File: config.mk
export PLATFORM = sky130hd
export DESIGN_NAME = ysyx_23060337_fetch_unit_flat
export DESIGN_NICKNAME = d
export VERILOG_FILES = /design/src/rtl/ysyx_23060337_fetch_unit_if.sv /design/src/rtl/ysyx_23060337_fetch_unit.sv /design/src/flat_wrapper.sv
export SDC_FILE = /design/constraint.sdc
export NUM_CORES = 1
export LEC_CHECK = 0
export ABC_AREA = 1
export BUFFER_PORTS_ARGS = -buffer_cell sky130_fd_sc_hd__buf_4
export CORE_MARGIN = 2
export CORE_UTILIZATION = 53
export CTS_BUF_LIST = sky130_fd_sc_hd__clkbuf_4 sky130_fd_sc_hd__clkbuf_8
export CTS_CLUSTER_SIZE = 28
export DETAILED_ROUTE_END_ITERATION = 10
export HOLD_SLACK_MARGIN = 0.02
export PLACE_DENSITY = 0.79
export SLEW_MARGIN = 0
export SYNTH_ARGS = -nofsm -noshare
export SYNTH_HDL_FRONTEND = slang
export SYNTH_SLANG_ARGS = --single-unit
File: constraint.sdc
create_clock -name clk -period 5 [get_ports clk]
set_input_delay 1.25 -clock clk [delete_from_list [all_inputs] [get_ports clk]]
set_output_delay 1.25 -clock clk [all_outputs]
set_load 0.05 [all_outputs]
File: src/rtl/ysyx_23060337_fetch_unit_if.sv
// Bus bundle for the fetch unit: redirect input, instruction-memory request/response port,
// and the instruction stream toward the decoder.
interface ysyx_23060337_fetch_unit_if #(
    parameter int unsigned XLEN = 32
) ();
    logic            redirect_valid;
    logic [XLEN-1:0] redirect_pc;
    logic            req_valid;
    logic            req_ready;
    logic [XLEN-1:0] req_addr;
    logic            resp_valid;
    logic [XLEN-1:0] resp_data;
    logic            inst_valid;
    logic            inst_ready;
    logic [XLEN-1:0] inst;
    logic [XLEN-1:0] inst_pc;
    logic [XLEN-1:0] fetch_pc;

    modport master (
        input  redirect_valid, redirect_pc, req_ready, resp_valid, resp_data, inst_ready,
        output req_valid, req_addr, inst_valid, inst, inst_pc, fetch_pc
    );

    modport slave (
        output redirect_valid, redirect_pc, req_ready, resp_valid, resp_data, inst_ready,
        input  req_valid, req_addr, inst_valid, inst, inst_pc, fetch_pc
    );
endinterface

File: src/rtl/ysyx_23060337_fetch_unit.sv
// Instruction-fetch front end: owns the PC, keeps one memory request in flight and
// buffers returned instructions with their PCs in a small FIFO; redirect flushes everything.
module ysyx_23060337_fetch_unit #(
    parameter int unsigned     XLEN     = 32,
    parameter logic [XLEN-1:0] RESET_PC = 32'h8000_0000,
    parameter int unsigned     DEPTH    = 4
) (
    input logic                       clk,
    input logic                       rst,
    ysyx_23060337_fetch_unit_if.master bus
);
    localparam int unsigned PW = $clog2(DEPTH);
    localparam logic [PW:0] DEPTH_CNT = (PW + 1)'(DEPTH);

    typedef enum logic [1:0] {StIdle, StWait, StDrop} state_e;

    state_e          state_q;
    logic [XLEN-1:0] pc_q;
    logic [XLEN-1:0] req_pc_q;
    logic [XLEN-1:0] mem_inst [DEPTH];
    logic [XLEN-1:0] mem_pc   [DEPTH];
    logic [PW-1:0]   rd_ptr_q;
    logic [PW-1:0]   wr_ptr_q;
    logic [PW:0]     count_q;

    logic req_valid;
    logic issue;
    logic push;
    logic pop;
    logic inst_valid;

    always_comb begin
        req_valid  = rst && (state_q == StIdle) && (count_q < DEPTH_CNT) && !bus.redirect_valid;
        issue      = req_valid && bus.req_ready;
        push       = (state_q == StWait) && bus.resp_valid && !bus.redirect_valid;
        inst_valid = rst && (count_q != '0);
        pop        = inst_valid && bus.inst_ready;
    end

    assign bus.req_valid  = req_valid;
    assign bus.req_addr   = pc_q;
    assign bus.fetch_pc   = pc_q;
    assign bus.inst_valid = inst_valid;
    assign bus.inst       = mem_inst[rd_ptr_q];
    assign bus.inst_pc    = mem_pc[rd_ptr_q];

    always_ff @(posedge clk) begin
        if (!rst) begin
            state_q  <= StIdle;
            pc_q     <= RESET_PC;
            req_pc_q <= RESET_PC;
            rd_ptr_q <= '0;
            wr_ptr_q <= '0;
            count_q  <= '0;
        end else if (bus.redirect_valid) begin
            // Flush: any response still owed by memory must be swallowed in StDrop.
            pc_q     <= {bus.redirect_pc[XLEN-1:2], 2'b00};
            rd_ptr_q <= '0;
            wr_ptr_q <= '0;
            count_q  <= '0;
            unique case (state_q)
                StIdle:  state_q <= StIdle;
                StWait:  state_q <= bus.resp_valid ? StIdle : StDrop;
                StDrop:  state_q <= bus.resp_valid ? StIdle : StDrop;
                default: state_q <= StIdle;
            endcase
        end else begin
            unique case (state_q)
                StIdle: begin
                    if (issue) begin
                        req_pc_q <= pc_q;
                        pc_q     <= pc_q + XLEN'(4);
                        state_q  <= StWait;
                    end
                end
                StWait:  if (bus.resp_valid) state_q <= StIdle;
                StDrop:  if (bus.resp_valid) state_q <= StIdle;
                default: state_q <= StIdle;
            endcase
            if (push) begin
                mem_inst[wr_ptr_q] <= bus.resp_data;
                mem_pc[wr_ptr_q]   <= req_pc_q;
                wr_ptr_q           <= wr_ptr_q + 1'b1;
            end
            if (pop) begin
                rd_ptr_q <= rd_ptr_q + 1'b1;
            end
            unique case ({push, pop})
                2'b10:   count_q <= count_q + 1'b1;
                2'b01:   count_q <= count_q - 1'b1;
                default: count_q <= count_q;
            endcase
        end
    end
endmodule

File: src/flat_wrapper.sv
// flat-port wrapper written by rule: the top's interface ports become plain ports
module ysyx_23060337_fetch_unit_flat 
#(
    parameter int unsigned     XLEN     = 32,
    parameter logic [XLEN-1:0] RESET_PC = 32'h8000_0000,
    parameter int unsigned     DEPTH    = 4
)
  (clk, rst, bus_redirect_valid, bus_redirect_pc, bus_req_ready, bus_resp_valid, bus_resp_data, bus_inst_ready, bus_req_valid, bus_req_addr, bus_inst_valid, bus_inst, bus_inst_pc, bus_fetch_pc);
  ysyx_23060337_fetch_unit_if #(.XLEN(XLEN)) bus_i ();
  input logic clk;
  input logic rst;
  input wire logic [$bits(bus_i.redirect_valid)-1:0] bus_redirect_valid;
  input wire logic [$bits(bus_i.redirect_pc)-1:0] bus_redirect_pc;
  input wire logic [$bits(bus_i.req_ready)-1:0] bus_req_ready;
  input wire logic [$bits(bus_i.resp_valid)-1:0] bus_resp_valid;
  input wire logic [$bits(bus_i.resp_data)-1:0] bus_resp_data;
  input wire logic [$bits(bus_i.inst_ready)-1:0] bus_inst_ready;
  output wire logic [$bits(bus_i.req_valid)-1:0] bus_req_valid;
  output wire logic [$bits(bus_i.req_addr)-1:0] bus_req_addr;
  output wire logic [$bits(bus_i.inst_valid)-1:0] bus_inst_valid;
  output wire logic [$bits(bus_i.inst)-1:0] bus_inst;
  output wire logic [$bits(bus_i.inst_pc)-1:0] bus_inst_pc;
  output wire logic [$bits(bus_i.fetch_pc)-1:0] bus_fetch_pc;
  assign bus_i.redirect_valid = bus_redirect_valid;
  assign bus_i.redirect_pc = bus_redirect_pc;
  assign bus_i.req_ready = bus_req_ready;
  assign bus_i.resp_valid = bus_resp_valid;
  assign bus_i.resp_data = bus_resp_data;
  assign bus_i.inst_ready = bus_inst_ready;
  assign bus_req_valid = bus_i.req_valid;
  assign bus_req_addr = bus_i.req_addr;
  assign bus_inst_valid = bus_i.inst_valid;
  assign bus_inst = bus_i.inst;
  assign bus_inst_pc = bus_i.inst_pc;
  assign bus_fetch_pc = bus_i.fetch_pc;
  ysyx_23060337_fetch_unit #(.XLEN(XLEN), .RESET_PC(RESET_PC), .DEPTH(DEPTH)) u_core (.clk(clk), .rst(rst), .bus(bus_i));
endmodule
==> results.md, run 1 <==
- Post-DR vias/cell: 5.47
- Drt drc: 0
- Initial antenna violation count: 0
- Fin Hold WS: between 0.4 and 0.5 ns
- Seq. cell area: 8870 um2
- Crit path max fanout: 47
- Number of flops mapped to enable cells by yosys: between 200 and 250
- TritonCTS clock tree: built
- Worst-Skew Late Latency: ~0.56 ns
- Chip Width: 162 um
- Hold Path Stages: 2
- Crit. End Element: output pin
- CTS Sinks: between 300 and 400
- Setup bufs post-CTS: 0
- Hold path startpoint: u_core.state_q[1]
- I/O pin count: 200
- Data required, critical path: approximately 3.8 ns
- Clock-pin transition on the worst setup and hold timing paths: about 0.050 ns
- Final wirelength: around 30 mm
- Setup Skew: roughly 0.014 ns
- Post-Route Setup TNS: 0 ns
- Synth area leader: edfxtp_1
- Final core utilization: between 60% and 70%
- Peak VDD IR: between 0.00015 and 0.0002 V
- Placer's final routability congestion estimate: about 0.89
- DRT Pass-1 Iters: 5
- Final Max Slew Viols: 0
- Tightest Hold Check Type: flop to flop
- Global-route usage over all layers: between 20 and 25%
- Rel. slew slack: around a quarter
- RR Endpoint: u_core.bus.fetch_pc[7]
- Worst-case clock buffer depth: 3
- RSZ-0062 raised after global routing: no
- Multi-input gate area: 3500 um2
- CTS Hold Bufs: 0
- Final setup viols: 0
- First-pass GRT wire length: 47.1 mm
- Initial drt markers: roughly 750
- Area delta synth->final: 19.3%
- Number of global-route vias before repair: 9112
- Final ANT Viol Nets: 0
- CTS Buf Count: 50
- GR Overflow Total: 0
- Reg-to-Reg Start: u_core.state_q[1]
- Post_cts resized: 0
- Routed vias: 9427
- Leakage Power: about 0.0057 uW
- Top post-synthesis cells by area: edfxtp_1 (57%), dfxtp_1 (11%), o21ai_0 (6.2%), nor2_1 (5.3%), nand2_1 (3.9%)
- Post-synthesis average cell area: around 11 um2
- Most frequent cell after synthesis: edfxtp_1
- Largest net degree at the start of global routing: 65
- Setup ws final: 1.08 ns
- # fillers: ~1.9k
- R2r setup slk: between 2 and 3 ns
- Worst R2R Path Depth: 9
- Slowest-stage cell, CP: inv_2
- MaxCap Viol Count: 0
- Tightest Pin Transition: 1.10 ns
- Post-DP HPWL: about 18 mm
- CTS root buf: clkbuf_8
- Yosys reg bits: between 300 and 400
- Port buffer count: between 150 and 200
- Post-Synthesis Cell Area: about 13000 um2
- Die Y: about 160 um
- Crit path time final: 3.92 ns
- Post-Synthesis Cells: between 1k and 1.5k
- Synth cell count leaders: edfxtp_1 (248), nor2_1 (184), o21ai_0 (164)
- DP Worst Slack: around 1.1 ns
- Final #Nets: roughly 1.4k
- Number of diodes: 0
- Die area: approximately 26000 um2
- Hold Path End: u_core.state_q[1]
- Max H-tree Level: 2
- Sequential fraction of the synthesis area: between 60% and 70%
- Top_reg_cell synth: edfxtp_1
- Most frequent CP cell: buf_4
- Std cell rows: 57
- PD cells: 357 nW/um2
- Distinct cells, synth: 37
- Core Region: 24300 um2
- Layout cells sized above 1: a little under a quarter
- Fin crit share: just under 80%
- Highest clock rate: ~260 MHz
- Final hold vios: 0
- Kind of critical path: input port to output pin
- Top cell type's share of synthesized area: a little under three fifths
- Yosys warns: 0
- Startpoint types: input port
- Crit path DAT: ~2.7 ns
- Average wire per standard cell: about 17 um
- Starting Density: 54.1%
- Crit path largest cell delay: roughly 0.40 ns
- CP cell instances: buf_4 -> inv_2 -> nor2_8 -> inv_1 -> nor3_1 -> buf_4
- Synth async-reset ratio: 0%
- Status: finished, final reports clean
## report_power, final
part           internal (uW)  total [uW]  leakage [uW]  switching [uW]
Combinational            126         404       0.00242             278
Clock                   1280        2250      0.000554             973
Sequential              2890        2940       0.00268            51.8
Total                   4290        5590       0.00565            1300
## worst max-delay path: cells and delay by family
kind / cells / cell delay (ns)
simple gates: 2 / 0.42
buf+inv: 4 / 0.98
## layout make-up
type,instances,share of cell area (%)
clock buffer,71,5.55
multi-input combinational,709,22.3
clock inverter,19,1.08
timing repair buffer,202,9.99
sequential,319,56.6
inverter,78,1.88
tap,324,2.59
## cells in the final DEF (no fill, tap or decap), types with 2 or more instances in the layout
cell type  count
nor2_2         7
inv_2          3
conb_1         6
o21ai_0      164
nor3_1         5
a21oi_1       52
nand3_4        2
o211ai_1       2
nand2_1      138
clkbuf_4      17
clkinv_2       9
nand3_2        2
edfxtp_1     248
nand4_1        6
nor2_1       180
nor2_4         8
nand3b_1       7
xor2_1         4
a22oi_1        2
clkbuf_8      54
ha_1           8
nand2_2        3
buf_4        198
nand3_1       30
bufinv_16      3
o22ai_1       62
a31oi_1        5
inv_1         74
buf_12         4
dfxtp_1       69
clkinv_1       6
o21a_1        10
## registers in the layout, indices dropped and copies added, names as in the netlist, named ones only
| signal | count |
|---|---|
| u_core.wr_ptr_q | 2 |
| u_core.mem_pc | 120 |
| u_core.mem_inst | 128 |
| u_core.state_q | 2 |
| u_core.bus.fetch_pc | 30 |
| u_core.count_q | 3 |
| u_core.req_pc_q | 30 |
| u_core.rd_ptr_q | 2 |
## per-stage QoR
step | cell area (um2) | cells | power, uW
6_report | 15700 | 1722 | 5590
5_1_grt | 15700 | 1722 | 5770
4_1_cts | 15700 | 1722 | 5630
3_5_place_dp | 14600 | 1632 | 3400
3_3_place_gp | 14600 | 1632 | 3390
2_1_floorplan | 13200 | 1204 | 3260
## worst max path at each step
| stage | startpoint | end | cells after the start |
|---|---|---|---|
| final | rst | bus_req_valid | 6 |
| after CTS | rst | bus_req_valid | 6 |
| after detailed placement | rst | bus_req_valid | 6 |
| after floorplan | bus_redirect_valid | u_core.mem_inst[0][0] | 5 |
| after global placement | rst | bus_req_valid | 6 |
| after global routing | rst | bus_req_valid | 6 |
## routing by layer
layer / GRT usage (%) / routed length (um) / vias up
li1: - / - / 4483
met1: 30.5 / 12700 / 4451
met2: 37.8 / 14100 / 439
met3: 4.57 / 2540 / 54
met4: 6.98 / 641 / 0
met5: 0 / 0 / -
## cells by family after synthesis
| logic type | Yosys count | share of synthesized area, % |
|---|---|---|
| simple gates | 389 | 12.6 |
| flops | 319 | 67.5 |
| compound gates | 301 | 12.4 |
| buf+inv | 176 | 6.30 |
| fa+ha+maj | 9 | 0.914 |
| xor+xnor | 4 | 0.266 |
| other cells | 1 | 0.0285 |
Power figures use the tool's default switching activity.
==> run 2: changes to the inputs <==
--- a/config.mk
+++ b/config.mk
@@ -5,7 +5,7 @@
 export SDC_FILE = /design/constraint.sdc
 export NUM_CORES = 1
 export LEC_CHECK = 0
-export ABC_AREA = 1
+export ABC_AREA = 0
 export BUFFER_PORTS_ARGS = -buffer_cell sky130_fd_sc_hd__buf_4
 export CORE_MARGIN = 2
 export CORE_UTILIZATION = 53
==> constraint.sdc (replaced) <==
create_clock -name clk -period 3.5 [get_ports clk]
set_input_delay 0.875 -clock clk [delete_from_list [all_inputs] [get_ports clk]]
set_output_delay 0.875 -clock clk [all_outputs]
set_load 0.05 [all_outputs]
==> run 2 against run 1 <==
  * Register-to-register slack lost 1.4 ns
  * Setup slack lost 0.61 ns
  * Combinational power grew 32%
  * Sequential power grew 42%
  * Sequential cell count is the same
  * Clock power grew 38%
  * Worst hold slack gained 0.041 ns
  * Cell area shrank 1.6%
  * Final cell count shrank 22%
  * Critical endpoint is now bus_inst[23]
  * Largest cell class unchanged
==> results.md, run 2 <==
- Crit path time final: between 3 and 4 ns
- Startpoint types: flop
- Number of flops mapped to enable cells by yosys: roughly 250
- Max H-tree Level: 2
- Tightest Hold Check Type: flop to flop
- CTS root buf: clkbuf_8
- GRT busiest layer: met2
- Number of global-route vias before repair: around 7.8k
- Global-route usage over all layers: a little over a fifth
- Number of diodes: 0
- MaxCap Viol Count: 0
- Rel. slew slack: roughly 49%
- Max reg flops: about 130
- Synth area leader: edfxtp_1
- Synth async-reset ratio: 0%
- Most common cell after layout, fill and taps aside: edfxtp_1
- PD cells: 506 nW/um2
- Clock-pin transition on the worst setup and hold timing paths: ~0.060 ns
- Crit. End Element: output pin
- GR Overflow Total: 0
- Post_cts resized: 0
- Largest regs: u_core.mem_inst: 128 flops, u_core.mem_pc: 120 flops
- Final ANT Viol Nets: 0
- Final wirelength: roughly 28 mm
- Final setup viols: 0
- Yosys reg bits: 319
- Area delta synth->final: 20.9%
- Final Max Slew Viols: 0
- Tightest Pin Transition: 0.765 ns
- Top_reg_cell synth: edfxtp_1
- Status: finished, final reports clean
- RSZ-0062 raised after global routing: no
- Synth cell count leaders: edfxtp_1 (248), nand2_1 (83), dfxtp_1 (71)
- Highest clock rate: around 330 MHz
- Final #Nets: around 1.1k
- CTS Sinks: approximately 320
- Largest net degree at the start of global routing: 42
- Std cell rows: 56
- Initial antenna violation count: 0
- DRT Pass-1 Iters: 5
- Met3 usage: 4.77%
- Final instance area: 15400 um2
- Post-DR vias/cell: between 5 and 6
- Routing usage on met2: a little over a third
- Post-DP HPWL: approximately 18 mm
- Kind of critical path: flop to output pin
- Starting Density: a little over half
- Crit path DAT: ~2.2 ns
- Average wire per standard cell: roughly 20 um
- Post-Synthesis Cells: 801
- Yosys warns: 0
- Core Region: 23500 um2
- First-pass GRT wire length: roughly 43 mm
- Commonest cells after routing, fill and taps aside: edfxtp_1 (248), buf_4 (205), nand2_1 (83), dfxtp_1 (69), mux4_2 (62)
- Leakage Power: ~0.0053 uW
- Die area: 25300 um2
- CTS Hold Bufs: 0
- I/O pin count: 200
- Drt drc: 0
- Post-Synthesis Cell Area: 12800 um2
- Port buffer count: 191
- Fin crit share: between 80% and 90%
- Worst-Skew Late Latency: ~0.54 ns
- Distinct cells, synth: 61
- Initial drt markers: ~600
- Top cell type's share of synthesized area: around three fifths
- Post-synthesis average cell area: 15.9 um2
- Routed vias: approximately 7.7k
- TritonCTS clock tree: built
- Peak VDD IR: about 0.00032 V
- Crit path max fanout: just over 40
- Placed Area: about 14000 um2
- Sequential fraction of the synthesis area: just under 70%
- Setup bufs post-CTS: 0
- Reg with most FFs: u_core.mem_inst
- Placer's final routability congestion estimate: a little over 0.8
- Data required, critical path: around 2.6 ns
- Chip Width: ~160 um
- Worst-case clock buffer depth: 3
- Most frequent cell after synthesis: edfxtp_1
- Setup Skew: around 0.012 ns
- Layout cells sized above 1: between 30% and 40%
- Final hold vios: 0
- Top post-synthesis cells by area: edfxtp_1 (58%), dfxtp_1 (11%), mux4_2 (11%), nand2_1 (2.4%), buf_4 (2.2%)
- CTS Buf Count: 50
- Met1 Track Usage GR: about 29%
- Die Y: around 160 um
- Post-Route Setup TNS: 0 ns
[run 2: cell types whose count changed after synthesis, moves of 55 or more]
cell / before / now
o22ai_1: 62 / 0
mux4_2: 0 / 62
inv_1: 76 / 13
nand2_1: 138 / 83
nor2_1: 184 / 24
o21ai_0: 164 / 10
[run 2: final timing paths]
kind	from	to	slack, ns	cells after the start
min	u_core.req_pc_q[10]	u_core.req_pc_q[10]	0.50	2
min reg2reg	u_core.req_pc_q[10]	u_core.req_pc_q[10]	0.50	2
max reg2reg	u_core.state_q[1]	u_core.bus.fetch_pc[9]	1.23	6
max	flop	bus_inst[23]	0.47	3
[run 2: cell families (layout without fill, tap and decap cells)]
family,Yosys count,after routing,share of synthesized area (%)
AOI/OAI and AO/OA,101,101,5.25
and+or+nand+nor,208,208,8.77
adders and majority gates,9,9,0.941
DFF,319,319,69.5
muxes,63,63,11.0
xor gates and xnor gates,9,9,0.618
other,1,6,0.0294
buffers and inverters,91,313,3.88
[run 2: power by group]
group | internal [uW] | total (uW) | switching [uW] | leakage (uW)
Clock | 1780 | 3100 | 1320 | 0.000529
Combinational | 172 | 535 | 362 | 0.00196
Sequential | 4100 | 4170 | 74.8 | 0.00281
[run 2: worst max-delay path: stages (launching register included)]
cell     delay (ns)
dfxtp_4        0.44
buf_12         0.32
mux4_2         0.58
buf_4          0.21
[run 2: final cells by class]
cell class	instances	area, um2
inverters	15	56.3
well taps	319	399
repair buffers	211	1660
clock buffers	76	902
multi-input cells	396	3440
clock inverters	11	103
flip-flops and latches	319	8880
fillers	1692	8110
[run 2: routing by layer]
metal | up-vias | wire, um
met3 | 46 | 1970
met4 | 0 | 558
met1 | 3833 | 11400
li1 | 3497 | -
met2 | 332 | 13700
met5 | - | 0
[run 2: stage by stage]
step	cells	hold slack [ns]	util (%)	total power, uW	setup WS (ns)
2_1_floorplan	806	0.460	-	4590	0.178
3_3_place_gp	1260	0.478	61.3	4770	0.720
3_5_place_dp	1260	0.490	61.3	4790	0.684
4_1_cts	1347	0.495	65.6	7870	0.409
5_1_grt	1347	0.501	65.6	8070	0.339
6_report	1347	0.505	65.6	7810	0.475
==> run 3: changes to the inputs <==
--- a/config.mk
+++ b/config.mk
@@ -5,8 +5,9 @@
 export SDC_FILE = /design/constraint.sdc
 export NUM_CORES = 1
 export LEC_CHECK = 0
-export ABC_AREA = 0
+export ABC_AREA = 1
 export BUFFER_PORTS_ARGS = -buffer_cell sky130_fd_sc_hd__buf_4
+export CAP_MARGIN = 20
 export CORE_MARGIN = 2
 export CORE_UTILIZATION = 53
 export CTS_BUF_LIST = sky130_fd_sc_hd__clkbuf_4 sky130_fd_sc_hd__clkbuf_8
==> constraint.sdc (replaced) <==
create_clock -name clk -period 3.5 [get_ports clk]
set_input_delay 0.525 -clock clk [delete_from_list [all_inputs] [get_ports clk]]
set_output_delay 0.525 -clock clk [all_outputs]
set_load 0.05 [all_outputs]
==> run 3 against run 2 <==
  * Via count increased by 22%
  * Highest routed layer unchanged
  * Worst hold slack got worse by 0.34 ns
  * Combinational power increased by 7.9%
==> results.md, run 3 (synthesis gave the netlist of run 1 again) <==
- Status: finished, final reports clean
- Final ANT Viol Nets: 0
- Flop pwr share: a little over half
- Port buffer count: ~190
- Rel. slew slack: 50.6%
- Worst setup path end: bus_inst_pc[14]
- Post-DP HPWL: 18.2 mm
- R2r setup slk: roughly 1.2 ns
- Post_cts resized: 0
- Die area: 26100 um2
- Crit path DAT: ~2.4 ns
- Setup bufs post-CTS: 0
- Worst R2R Path Depth: 7
- Die Y: about 160 um
- Final wirelength: 29.8 mm
- Max reg flops: ~130
- Fin Hold WS: about 0.16 ns
- DRT Pass-1 Iters: 5
- Crit. End Element: output pin
- Net Sw Power: roughly 1800 uW
- Global-route usage over all layers: between 20 and 25%
- Crit path time final: a little under 3 ns
- Layout cells sized above 1: between 20% and 30%
- Worst-case clock buffer depth: 3
- Most common cell after layout, fill and taps aside: edfxtp_1
- Starting Density: 54.1%
- Switching Share: a little under a quarter
- CTS Buf Count: between 40 and 50
- Area delta synth->final: 19.6%
- MaxCap Viol Count: 0
- Average wire per standard cell: about 17 um
- Std cell rows: between 50 and 60
- Startpoint types: flop
- Largest net degree at the start of global routing: 75
- Leakage Power: 0.00566 uW
- Drt drc: 0
- Final core utilization: around 65%
- CTS Sinks: between 300 and 400
- PD cells: 504 nW/um2
- Placer's final routability congestion estimate: between 0.8 and 0.9
- Clock-pin transition on the worst setup and hold timing paths: 0.06 ns
- CTS root buf: clkbuf_8
- Tightest Pin Transition: between 0.7 and 0.8 ns
- TritonCTS clock tree: built
- Max H-tree Level: 2
- Post-DR vias/cell: 5.45
- Final hold vios: 0
- Commonest cells after routing, fill and taps aside: edfxtp_1 (248), buf_4 (197), nor2_1 (180), o21ai_0 (164), nand2_1 (138)
- RSZ-0062 raised after global routing: no
- Tightest Hold Check Type: input port to flop
- Final setup viols: 0
- Initial antenna violation count: 0
- Setup Skew: approximately 0.024 ns
- Clock power frac: 39.7%
- RR Endpoint: u_core.mem_inst[0][24]
- Kind of critical path: flop to output pin
- CTS Hold Bufs: 0
- GR Overflow Total: 0
- Routed vias: 9388
- I/O pin count: 200
- Worst-Skew Late Latency: 0.56 ns
- Final #Nets: 1441
- Initial drt markers: roughly 850
- Final Max Slew Viols: 0
- Crit path max fanout: 41
- Fin crit share: roughly 84%
- P_int: 6080 uW
- # fillers: 1834
- Reg-to-Reg Start: u_core.state_q[1]
- Data required, critical path: 2.97 ns
- Number of diodes: 0
- First-pass GRT wire length: 46.5 mm
- Core Region: roughly 24000 um2
- Peak VDD IR: approximately 0.00032 V
- Reg with most FFs: u_core.mem_inst
- Largest regs: u_core.mem_inst: 128 flops, u_core.mem_pc: 120 flops
- Number of global-route vias before repair: approximately 9k
- Highest clock rate: around 340 MHz
- Chip Width: 162 um
- Power share of the combinational group: 7.3%
run 3: cell types whose count changed in the layout (fill, tap and decap cells not counted), sizes merged, moves of 11 or more:
| cell | previous run | this run |
|---|---|---|
| or4 | 11 | 0 |
| inv | 15 | 77 |
| nor2 | 24 | 196 |
| nand3 | 17 | 34 |
| o21ai | 10 | 165 |
| and3 | 13 | 0 |
| a21oi | 37 | 53 |
| o22ai | 0 | 62 |
| mux4 | 62 | 0 |
| nand2 | 85 | 141 |
run 3: through the flow:
stage	std cells	setup WS [ns]	setup TNS (ns)	area, um2	power (uW)
after detailed placement	1635	1.01	0	14700	4850
after global routing	1722	0.401	0	15700	8170
after floorplan	1204	-0.677	-167.99	13200	4650
after global placement	1635	1.03	0	14700	4840
final	1722	0.547	0	15700	7920
after CTS	1722	0.470	0	15700	7980
run 3: power groups by stage:
stage	clock (uW)	combinational [uW]	sequential, uW
after floorplan	0	333	4320
after global placement	0	568	4270
after detailed placement	0	577	4270
after CTS	3200	578	4190
after global routing	3360	615	4200
final	3150	577	4200
run 3: per-layer routing:
layer  share of wire [%]  track usage (%)  vias up
li1                    -                -     4492
met1                  41             30.1     4406
met2                  47             37.1      439
met3                 9.2             5.06       51
met4                 2.0             6.01        0
met5                   0                0        -
run 3: worst max-delay path: stages (launching register included):
cell	delay (ns)
dfxtp_2	0.62
buf_4	0.49
o21ai_0	0.19
o22ai_1	0.29
buf_4	0.26
run 3: area by class of cell:
cell class / count / area, um2 / area share, %
clock buffers: 71 / 890 / 5.66
clock inverters: 16 / 124 / 0.788
inverters: 78 / 294 / 1.87
multi-input cells: 709 / 3500 / 22.3
flip-flops and latches: 319 / 8870 / 56.4
well taps: 324 / 405 / 2.58
repair buffers: 205 / 1640 / 10.4
run 3: worst min path at each step:
stage                                        to  slack (ns)  cells past startpoint         startpoint
after detailed placement      u_core.state_q[1]        0.46                      2  u_core.state_q[1]
after floorplan               u_core.state_q[1]        0.44                      2  u_core.state_q[1]
after CTS                 u_core.mem_inst[3][2]        0.13                      1   bus_resp_data[2]
final                     u_core.mem_inst[3][4]        0.16                      1   bus_resp_data[4]
after global placement        u_core.state_q[1]        0.45                      2  u_core.state_q[1]
after global routing      u_core.mem_inst[2][2]        0.14                      1   bus_resp_data[2]
